`src/rtl/vga_scan_timing.sv`:
```
// VGA raster generator: pixel clock-enable, scan counters, registered sync/blank
// flags, frame-start pulse and a frame-latched background selector.
module vga_scan_timing #(
    parameter int CLK_DIV   = 2,
    parameter int H_VISIBLE = 640,
    parameter int H_FP      = 16,
    parameter int H_SYNC    = 96,
    parameter int H_BP      = 48,
    parameter int V_VISIBLE = 480,
    parameter int V_FP      = 10,
    parameter int V_SYNC    = 2,
    parameter int V_BP      = 33
) (
    input  logic       Clk,
    input  logic       Reset,
    input  logic       bg_type_req,
    output logic       pix_ce,
    output logic [9:0] DrawX,
    output logic [9:0] DrawY,
    output logic       hs,
    output logic       vs,
    output logic       blank_n,
    output logic       vblank,
    output logic       frame_start,
    output logic       bg_type
);

    localparam int H_TOTAL = H_VISIBLE + H_FP + H_SYNC + H_BP;
    localparam int V_TOTAL = V_VISIBLE + V_FP + V_SYNC + V_BP;
    localparam int DIV_W   = (CLK_DIV > 1) ? $clog2(CLK_DIV) : 1;

    localparam logic [DIV_W-1:0] DIV_LAST = DIV_W'(CLK_DIV - 1);
    localparam logic [9:0] H_LAST   = 10'(H_TOTAL - 1);
    localparam logic [9:0] V_LAST   = 10'(V_TOTAL - 1);
    localparam logic [9:0] H_VIS    = 10'(H_VISIBLE);
    localparam logic [9:0] V_VIS    = 10'(V_VISIBLE);
    localparam logic [9:0] HS_START = 10'(H_VISIBLE + H_FP);
    localparam logic [9:0] HS_END   = 10'(H_VISIBLE + H_FP + H_SYNC - 1);
    localparam logic [9:0] VS_START = 10'(V_VISIBLE + V_FP);
    localparam logic [9:0] VS_END   = 10'(V_VISIBLE + V_FP + V_SYNC - 1);

    logic [DIV_W-1:0] divider;
    logic [DIV_W-1:0] div_next;
    logic [9:0]       x_next;
    logic [9:0]       y_next;
    logic             line_end;
    logic             frame_end;

    // NOTE: every variable written here gets a default first, so no latch is inferred.
    always_comb begin
        div_next  = (divider == DIV_LAST) ? '0 : divider + DIV_W'(1);
        line_end  = (DrawX == H_LAST);
        frame_end = line_end && (DrawY == V_LAST);
        x_next    = DrawX;
        y_next    = DrawY;
        if (pix_ce) begin
            x_next = line_end ? '0 : DrawX + 10'd1;
            if (line_end) begin
                y_next = (DrawY == V_LAST) ? '0 : DrawY + 10'd1;
            end
        end
    end

    // Flags are decoded from the next-state counters so they land on the same
    // edge as DrawX/DrawY and stay coherent with them in every cycle.
    // NOTE: sequential state uses non-blocking assignments only.
    always_ff @(posedge Clk or negedge Reset) begin
        if (!Reset) begin
            divider     <= '0;
            pix_ce      <= 1'b0;
            DrawX       <= '0;
            DrawY       <= '0;
            hs          <= 1'b1;
            vs          <= 1'b1;
            blank_n     <= 1'b1;
            vblank      <= 1'b0;
            frame_start <= 1'b0;
            bg_type     <= 1'b0;
        end else begin
            divider     <= div_next;
            // Registered from the divider, so the first enable comes CLK_DIV
            // cycles after release; with CLK_DIV = 1 it stays high.
            pix_ce      <= (divider == DIV_LAST);
            DrawX       <= x_next;
            DrawY       <= y_next;
            hs          <= !((x_next >= HS_START) && (x_next <= HS_END));
            vs          <= !((y_next >= VS_START) && (y_next <= VS_END));
            blank_n     <= (x_next < H_VIS) && (y_next < V_VIS);
            vblank      <= (y_next >= V_VIS);
            frame_start <= pix_ce && frame_end;
            if (pix_ce && frame_end) begin
                bg_type <= bg_type_req;
            end
        end
    end

endmodule

```
`config.mk`:
```
export PLATFORM = sky130hd
export DESIGN_NAME = vga_scan_timing
export DESIGN_NICKNAME = d
export VERILOG_FILES = /design/src/rtl/vga_scan_timing.sv
export SDC_FILE = /design/constraint.sdc
export NUM_CORES = 1
export LEC_CHECK = 0
export CORE_ASPECT_RATIO = 0.7
export CORE_MARGIN = 5
export CORE_UTILIZATION = 35
export CTS_CLUSTER_SIZE = 25
export DETAILED_ROUTE_END_ITERATION = 16
export HOLD_SLACK_MARGIN = 0.15
export SYNTH_ARGS = -nofsm -noshare
export SYNTH_HDL_FRONTEND = slang
export SYNTH_SLANG_ARGS = --single-unit
```
`constraint.sdc`:
```
create_clock -name Clk -period 2.21 [get_ports Clk]
set_input_delay 0.442 -clock Clk [delete_from_list [all_inputs] [get_ports Clk]]
set_output_delay 0.442 -clock Clk [all_outputs]
set_load 0.03 [all_outputs]
```
==> results.py, run 1 <==
metrics = {
    "outcome": {
        "status": "finished with violations",
        "violations": "setup timing",
    },
    "clocking": {
        "cts.sinks": 28,
        "htree_levels": 1,
        "clk_pin_slew_ns": 0.09,
        "post-cts-setup-buffers": 0,
        "tritoncts": "yes",
        "clockBufferDepth": 2,
        "cts-root-buf": "clkbuf_8",
        "insertion_delay_ns": 0.27,
        "ctsHoldBuffers": 0,
        "cts_buffers": 3,
    },
    "critical_path": {
        "slowest_stage": "or4b_4",
        "worstSetupPathType": "flop to flop",
        "critPathCaptureType": "flop",
        "crit_fanout": 7,
        "startpoint": "DrawX[5]",
        "arrival_ns": 2.56,
        "crit_path_start_kind": "flop",
        "path_cells": "or4b_4 > or4_4 > mux2i_1 > nand2b_1 > or4_1",
        "required_ns": 2.40,
        "r2r-start": "DrawX[5]",
        "cpPeakStageDelay_ns": 0.62,
    },
    "cells_and_area": {
        "drive_gt1_share_pct": 26.0,
        "final_nets": 199,
        "post-route-util_pct": 52.6,
        "syn_to_final_growth_pct": 44.4,
        "fin_area_sq_um": 2060,
        "antenna_cells": 0,
        "fin_cells": 244,
    },
    "floorplan": {
        "pin_count": 30,
        "initial_core_util_pct": 36.4,
        "fp.dieW_um": 86.3,
        "num_rows": 19,
        "dieArea_sq_um": 5480,
        "core_area_sq_um": 3920,
        "chipHeight_um": 63.4,
    },
    "synthesis": {
        "synth.distinct_cells": 35,
        "synth_area_sq_um": 1430,
        "avgSynthCellArea_sq_um": 10.6,
        "synth_edf_count": 0,
        "async_flop_share_pct": 100,
        "yosys_warnings": 0,
        "ys.flop_type": "dfrtp_1",
        "ys_ff_latch": 28,
        "synthCells": 135,
        "synth-seq-area-share_pct": 49.3,
        "synth_fp_nets": 141,
    },
    "placement": {
        "io_buffers": 29,
        "post_dp_cell_area_sq_um": 1990,
        "gp_congestion": 0.808,
        "dp.cells": 240,
        "place.detailed.hpwl_um": 2790,
    },
    "power": {
        "p_per_area_nw_per_um2": 408,
        "irDropWorstVdd_v": 0.000316,
        "p_leak_uw": 0.000917,
    },
    "sta": {
        "setup_viol": 1,
        "period_share_pct": 107,
        "rsz0062_at_grt": "yes",
        "hold_violations": 0,
        "tightest_slew_ns": 0.357,
        "finalWorstSetupSlack_ns": -0.161,
        "fmax_mhz": 422,
        "finClkSkew_ns": 0.00431,
        "report.final.slew_viol_count": 0,
        "whs_ns": 0.379,
        "slew_headroom_pct": 76.0,
        "fin_crit_ns": 2.37,
    },
    "run": {
        "cap_violations": 0,
    },
    "hold_path": {
        "hold_path.class": "flop to flop",
        "min-delay-start": "divider",
    },
    "global_route": {
        "overflow": 0,
        "grt_max_degree": 29,
        "grt_pass1_vias": 1249,
        "grt_pass1_wl_um": 6160,
        "grt_antenna_before_repair": 0,
        "grt_usage_pct": 14.1,
    },
    "routing": {
        "dr.pass1.iters": 4,
        "wirelength_um": 3460,
        "routedWlPerCell_um": 14.2,
        "viasPerCell": 4.92,
        "drt_iter0_drc": 33,
        "drc": 0,
        "ant_nets": 0,
        "vias": 1200,
    },
}
-- cells in the final DEF (no fill, tap or decap), types with 4 or more instances in the layout --
cell / synthesis / layout
or3_1: 5 / 4
nand2_1: 8 / 8
xnor2_1: 7 / 7
o21ai_0: 7 / 7
mux2i_1: 5 / 5
nor2_1: 4 / 4
buf_4: 0 / 29
nand3_1: 5 / 4
clkdlybuf4s50_1: 0 / 29
dfrtp_1: 25 / 23
nor3_1: 6 / 6
nand4_1: 8 / 8
inv_1: 12 / 12
clkbuf_8: 0 / 4
-- what timing repair did --
action / 4_1_cts / 5_1_grt
setup endpoints to repair: 4 / 5
resized for setup: 0 / 3
pin swaps: 3 / 0
cloned: 0 / 0
-- per-stage QoR --
stage / setup TNS (ns) / power [uW] / setup WS [ns]
2_1_floorplan: -0.249 / 522 / -0.228
3_3_place_gp: -0.112 / 537 / -0.112
3_5_place_dp: -0.222 / 537 / -0.189
4_1_cts: -0.173 / 860 / -0.173
5_1_grt: -0.279 / 882 / -0.219
6_report: -0.161 / 841 / -0.161
-- cell usage after synthesis (all sizes together) (2+ instances only) --
library cell / count / area (sq um)
and2: 2 / 12.5
buf: 2 / 22.5
clkbuf: 3 / 11.3
dfrtp: 25 / 626
dfstp: 3 / 78.8
ha: 3 / 37.5
inv: 12 / 45.0
mux2: 2 / 22.5
mux2i: 5 / 50.1
nand2: 8 / 30.0
nand2b: 3 / 18.8
nand3: 5 / 25.0
nand4: 8 / 50.1
nor2: 4 / 15.0
nor3: 7 / 46.3
nor4: 5 / 58.8
o21ai: 8 / 43.8
o31ai: 2 / 15.0
or3: 5 / 31.3
or4: 4 / 30.0
xnor2: 7 / 61.3
xor2: 3 / 26.3
-- area by class of cell --
class                   instances  area (sq um)
flip-flops and latches         28           707
repair buffers                 58           508
clock buffers                   4          55.1
fillers                       363          1860
well taps                      52          65.1
inverters                      12          45.0
multi-input cells              90           682
-- flip-flops by register name, indices dropped and copies added (netlist names) --
register     flops
vs               1
DrawY           10
vblank           1
frame_start      1
blank_n          1
pix_ce           1
hs               1
bg_type          1
DrawX           10
divider          1
-- metal layers --
layer | wire length, um | track usage (%) | vias to the layer above
met4 | 8 | 1.75 | 0
met3 | 209 | 3.91 | 2
met5 | 0 | 0 | -
met1 | 1610 | 19.5 | 570
met2 | 1640 | 22.7 | 30
li1 | - | - | 598
-- kinds of logic (layout without fill, tap and decap cells) --
logic type      Yosys count  after routing  synth area share [%]
buf+inv                  17             74                  5.52
compound gates           16             16                  7.01
mux                       7              7                  5.08
flops                    28             28                  49.3
fa+ha+maj                 3              3                  2.63
xor+xnor                 10             10                  6.14
simple gates             54             54                  24.3
-- report_power, final --
part	switching [uW]	leakage, uW	internal (uW)	total, uW
combinational	9.98	0.000525	4.22	14.2
clock	156	0.0000288	159	315
sequential	0	0.000363	512	512
-- worst max-delay path, delay by kind of cell, from the launching register on --
kind	cells	cell delay [ns]
and+or+nand+nor	4	1.74
DFF	1	0.41
muxes	1	0.15
-- worst paths after layout --
kind | to | slack (ns) | cells after the start
max reg2reg | vs | -0.16 | 5
max in group asynchronous | vs | 1.37 | 2
max | vs | -0.16 | 5
min reg2reg | pix_ce | 0.38 | 0
min | pix_ce | 0.38 | 0
min in group asynchronous | DrawX[7] | 0.54 | 2
No activity file was read; power rests on OpenSTA's default activity.
==> inputs of run 2 (changes only) <==
--- a/config.mk
+++ b/config.mk
@@ -8,9 +8,11 @@
 export CORE_ASPECT_RATIO = 0.7
 export CORE_MARGIN = 5
 export CORE_UTILIZATION = 35
+export CTS_CLUSTER_DIAMETER = 200
 export CTS_CLUSTER_SIZE = 25
 export DETAILED_ROUTE_END_ITERATION = 16
 export HOLD_SLACK_MARGIN = 0.15
+export MAX_ROUTING_LAYER = met4
 export SYNTH_ARGS = -nofsm -noshare
 export SYNTH_HDL_FRONTEND = slang
 export SYNTH_SLANG_ARGS = --single-unit
==> results.py, run 2 (same netlist as run 1, synthesis figures left out) <==
metrics = {
    "placement": {
        "place.detailed.hpwl_um": 2790,
        "io_buffers": 29,
        "gp_congestion": 0.820,
    },
    "routing": {
        "dr.pass1.iters": 4,
        "wirelength_um": 3480,
        "drt_iter0_drc": 49,
        "drc": 0,
        "ant_nets": 0,
        "routedWlPerCell_um": 14.3,
        "viasPerCell": 4.93,
        "vias": 1203,
    },
    "sta": {
        "rsz0062_at_grt": "yes",
        "report.final.slew_viol_count": 0,
        "finalWorstSetupSlack_ns": -0.163,
        "whs_ns": 0.379,
        "hold_violations": 0,
        "slew_headroom_pct": 75.8,
        "fmax_mhz": 421,
        "fin_crit_ns": 2.37,
        "period_share_pct": 107,
        "tightest_slew_ns": 0.360,
        "setup_viol": 1,
        "finClkSkew_ns": 0.00246,
    },
    "critical_path": {
        "worstSetupPathType": "flop to flop",
        "crit_path_start_kind": "flop",
        "r2r_slack_ns": -0.16,
        "required_ns": 2.40,
        "crit_fanout": 7,
        "critPathBufInv": 0,
        "r2r_end": "vs",
        "path_cells": "or4b_4 > or4_4 > mux2i_1 > nand2b_1 > or4_1",
        "reg2reg_depth": 5,
        "critPathCaptureType": "flop",
        "cp_top_family": "simple AND/OR/NAND/NOR gates",
        "slowest_stage": "or4b_4",
        "arrival_ns": 2.56,
        "cpPeakStageDelay_ns": 0.62,
        "r2r-start": "DrawX[5]",
    },
    "cells_and_area": {
        "reg.largest.list": "DrawX x10, DrawY x10",
        "syn_to_final_growth_pct": 44.4,
        "final_nets": 199,
        "final_cell_mix": "clkdlybuf4s50_1, buf_4, dfrtp_1",
        "drive_gt1_share_pct": 26.0,
        "fillers": 363,
        "antenna_cells": 0,
    },
    "power": {
        "total_power_uw": 840,
        "irDropWorstVdd_v": 0.000316,
        "p_per_area_nw_per_um2": 407,
        "p_leak_uw": 0.000917,
    },
    "global_route": {
        "grt_pass1_vias": 1247,
        "grt_max_degree": 29,
        "grt_pass1_wl_um": 6150,
        "grt_usage_pct": 14.5,
        "grt_antenna_before_repair": 0,
        "overflow": 0,
    },
    "hold_path": {
        "min_path_cells": 0,
        "hold_end": "pix_ce",
        "hold_path.class": "flop to flop",
        "min-delay-start": "divider",
    },
    "floorplan": {
        "fp.dieW_um": 86.3,
        "num_rows": 19,
        "chipHeight_um": 63.4,
        "dieArea_sq_um": 5480,
        "pin_count": 30,
        "initial_core_util_pct": 36.4,
        "core_area_sq_um": 3920,
    },
    "clocking": {
        "insertion_delay_ns": 0.27,
        "cts-root-buf": "clkbuf_8",
        "tritoncts": "yes",
        "cts_buffers": 3,
        "cts.sinks": 28,
        "clockBufferDepth": 2,
        "post-cts-setup-buffers": 0,
        "clk_pin_slew_ns": 0.09,
        "htree_levels": 1,
    },
    "run": {
        "cap_violations": 0,
    },
    "outcome": {
        "status": "finished with violations",
        "violations": "setup timing",
    },
}
-- run 2: worst max-delay path by stage --
stage          slack, ns  to     start  depth (start not counted)
3_3_place_gp       -0.11  vs  DrawX[6]                          5
3_5_place_dp       -0.19  vs  DrawX[6]                          5
2_1_floorplan      -0.23  vs  DrawX[6]                          7
4_1_cts            -0.17  vs  DrawX[5]                          5
5_1_grt            -0.22  vs  DrawX[5]                          5
6_report           -0.16  vs  DrawX[5]                          5
-- run 2: what timing repair did --
item / CTS / global route
gates cloned: 0 / 0
hold buffers: 0 / 0
gates resized for setup: 0 / 3
setup endpoints to repair: 4 / 5
pin swaps: 3 / 0
-- run 2: area by class of cell --
| cell class | count | area [sq um] | share of cell area, % |
|---|---|---|---|
| Sequential cell | 28 | 707 | 34.3 |
| Multi-Input combinational cell | 90 | 682 | 33.1 |
| Timing Repair Buffer | 58 | 508 | 24.6 |
| Tap cell | 52 | 65.1 | 3.16 |
| Clock buffer | 4 | 55.1 | 2.67 |
| Inverter | 12 | 45.0 | 2.18 |
-- run 2: worst reg2reg max path, delay by kind of cell, from the launching register on --
| kind | cells | cell delay (ns) |
|---|---|---|
| flip-flops | 1 | 0.41 |
| AND/OR/NAND/NOR | 4 | 1.74 |
| multiplexers | 1 | 0.15 |
-- run 2: power breakdown --
group | switching (uW) | total, uW | internal [uW]
Combinational | 10.0 | 14.2 | 4.22
Sequential | 0 | 512 | 512
Clock | 154 | 314 | 159
-- run 2: routing by layer --
metal / global-route usage (%) / part of all wire [%] / vias up / wire (um)
li1: - / - / 601 / -
met1: 19.6 / 48 / 577 / 1680
met2: 22.7 / 47 / 23 / 1640
met3: 3.65 / 4.7 / 2 / 163
met4: 1.75 / 0.23 / 0 / 8
met5: - / 0 / - / 0
-- run 2: metrics by stage --
stage          worst slack [ns]  TNS, ns  instances  util (%)  area (sq um)
3_5_place_dp             -0.189   -0.222        240      50.8          1990
2_1_floorplan            -0.228   -0.249        135         -          1460
4_1_cts                  -0.173   -0.173        244      52.2          2050
3_3_place_gp             -0.112   -0.112        240      50.8          1990
5_1_grt                  -0.219   -0.279        244      52.6          2060
6_report                 -0.163   -0.163        244      52.6          2060
==> inputs of run 3 (changes only) <==
--- a/config.mk
+++ b/config.mk
@@ -8,6 +8,7 @@
 export CORE_ASPECT_RATIO = 0.7
 export CORE_MARGIN = 5
 export CORE_UTILIZATION = 35
+export CTS_BUF_LIST = sky130_fd_sc_hd__clkbuf_8
 export CTS_CLUSTER_DIAMETER = 200
 export CTS_CLUSTER_SIZE = 25
 export DETAILED_ROUTE_END_ITERATION = 16
==> constraint.sdc (replaced) <==
create_clock -name Clk -period 2.7 [get_ports Clk]
set_input_delay 0.54 -clock Clk [delete_from_list [all_inputs] [get_ports Clk]]
set_output_delay 0.54 -clock Clk [all_outputs]
set_load 0.03 [all_outputs]
==> results.py, run 3 (same netlist as run 1, synthesis figures left out) <==
metrics = {
    "global_route": {
        "grt_usage_pct": 13.0,
        "overflow": 0,
        "grt_pass1_vias": 1113,
        "grt_max_degree": 29,
        "grt_pass1_wl_um": 5590,
        "grt_antenna_before_repair": 0,
    },
    "clocking": {
        "htree_levels": 1,
        "insertion_delay_ns": 0.27,
        "cts.sinks": 28,
        "cts-root-buf": "clkbuf_8",
        "tritoncts": "yes",
        "clk_pin_slew_ns": 0.09,
        "post-cts-setup-buffers": 0,
        "cts_buffers": 3,
        "ctsHoldBuffers": 0,
        "cts_resized": 0,
        "clockBufferDepth": 2,
    },
    "cells_and_area": {
        "seq_area_sq_um": 704,
        "final_common_cell": "clkdlybuf4s50_1",
        "reg.largest.list": "DrawX x10, DrawY x10",
        "multi_input_area_sq_um": 644,
        "post-route-util_pct": 46.3,
        "syn_to_final_growth_pct": 27.3,
        "drive_gt1_share_pct": 10.2,
        "final_nets": 173,
        "fillers": 386,
        "fin_cells": 218,
        "final_cell_mix": "clkdlybuf4s50_1, dfrtp_1, inv_1",
        "antenna_cells": 0,
    },
    "sta": {
        "report.final.slew_viol_count": 0,
        "fmax_mhz": 401,
        "finalWorstSetupSlack_ns": 0.207,
        "tightest_slew_ns": 0.401,
        "slew_headroom_pct": 73.2,
        "rsz0062_at_grt": "no",
        "tns_ns": 0,
        "setup_viol": 0,
        "finClkSkew_ns": 0.00807,
        "period_share_pct": 92.3,
        "whs_ns": 0.393,
        "hold_violations": 0,
        "fin_crit_ns": 2.49,
    },
    "routing": {
        "vias": 1116,
        "dr.pass1.iters": 4,
        "ant_nets": 0,
        "wirelength_um": 3240,
        "drt_iter0_drc": 58,
        "drc": 0,
        "routedWlPerCell_um": 14.9,
        "viasPerCell": 5.12,
    },
    "floorplan": {
        "num_rows": 19,
        "pin_count": 30,
        "initial_core_util_pct": 36.4,
        "core_area_sq_um": 3920,
        "chipHeight_um": 63.4,
        "fp.dieW_um": 86.3,
        "dieArea_sq_um": 5480,
    },
    "critical_path": {
        "worstSetupPathType": "flop to flop",
        "critPathCaptureType": "flop",
        "crit_path_start_kind": "flop",
        "critPathMostFrequentCell": "or4_1",
        "required_ns": 2.90,
        "crit_fanout": 7,
        "cpPeakStageDelay_ns": 0.60,
        "arrival_ns": 2.69,
        "slowest_stage": "or4b_4",
        "path_cells": "or4b_4 > or4_1 > mux2i_1 > nand2b_1 > or4_1",
    },
    "run": {
        "cap_violations": 0,
    },
    "hold_path": {
        "hold_path.class": "flop to flop",
    },
    "placement": {
        "dp.cells": 214,
        "io_buffers": 29,
        "gp_congestion": 0.760,
        "pre_cts_ws_ns": 0.232,
        "place.detailed.hpwl_um": 2490,
    },
    "outcome": {
        "status": "complete, no violations",
    },
    "power": {
        "p_leak_uw": 0.000752,
        "irDropWorstVdd_v": 0.000239,
        "p_per_area_nw_per_um2": 362,
    },
}
==> run 3: layer usage <==
layer | wire (um) | up-vias | GRT usage (%) | part of all wire [%]
li1 | - | 549 | - | -
met1 | 1590 | 535 | 17.8 | 49
met2 | 1400 | 30 | 19.7 | 43
met3 | 238 | 2 | 3.91 | 7.3
met4 | 8 | 0 | 1.75 | 0.25
met5 | 0 | - | - | 0
==> run 3: final cells by class <==
class	count	share of cell area (%)
multi-input cells	90	35.5
clock inverters	1	0.207
repair buffers	32	17.2
flip-flops and latches	28	38.8
inverters	12	2.48
clock buffers	3	2.27
well taps	52	3.58
==> run 3: power breakdown <==
group	internal [uW]	leakage (uW)	switching (uW)	total [uW]
sequential	419	0.000366	0	419
combinational	3.46	0.000359	8.17	11.6
clock	102	0.0000269	124	226
total	525	0.000752	132	657
==> run 3: final timing paths <==
| check | cells after the start | slack, ns | to | start |
|---|---|---|---|---|
| min reg2reg | 0 | 0.39 | pix_ce | divider |
| min | 0 | 0.39 | pix_ce | divider |
| max | 5 | 0.21 | vs | DrawX[6] |
| min in group asynchronous | 2 | 0.64 | bg_type | Reset |
| max reg2reg | 5 | 0.21 | vs | DrawX[6] |
| max in group asynchronous | 2 | 1.74 | hs | Reset |
==> run 3: worst max-delay path, delay by kind of cell, from the launching register on <==
family | cells | cell delay, ns
simple gates | 4 | 1.82
flops | 1 | 0.45
mux | 1 | 0.16
==> run 3: per-stage QoR <==
step           instance area (sq um)  power (uW)
6_report                        1820         657
5_1_grt                         1820         682
4_1_cts                         1820         665
3_5_place_dp                    1770         440
3_3_place_gp                    1770         439
2_1_floorplan                   1430         427
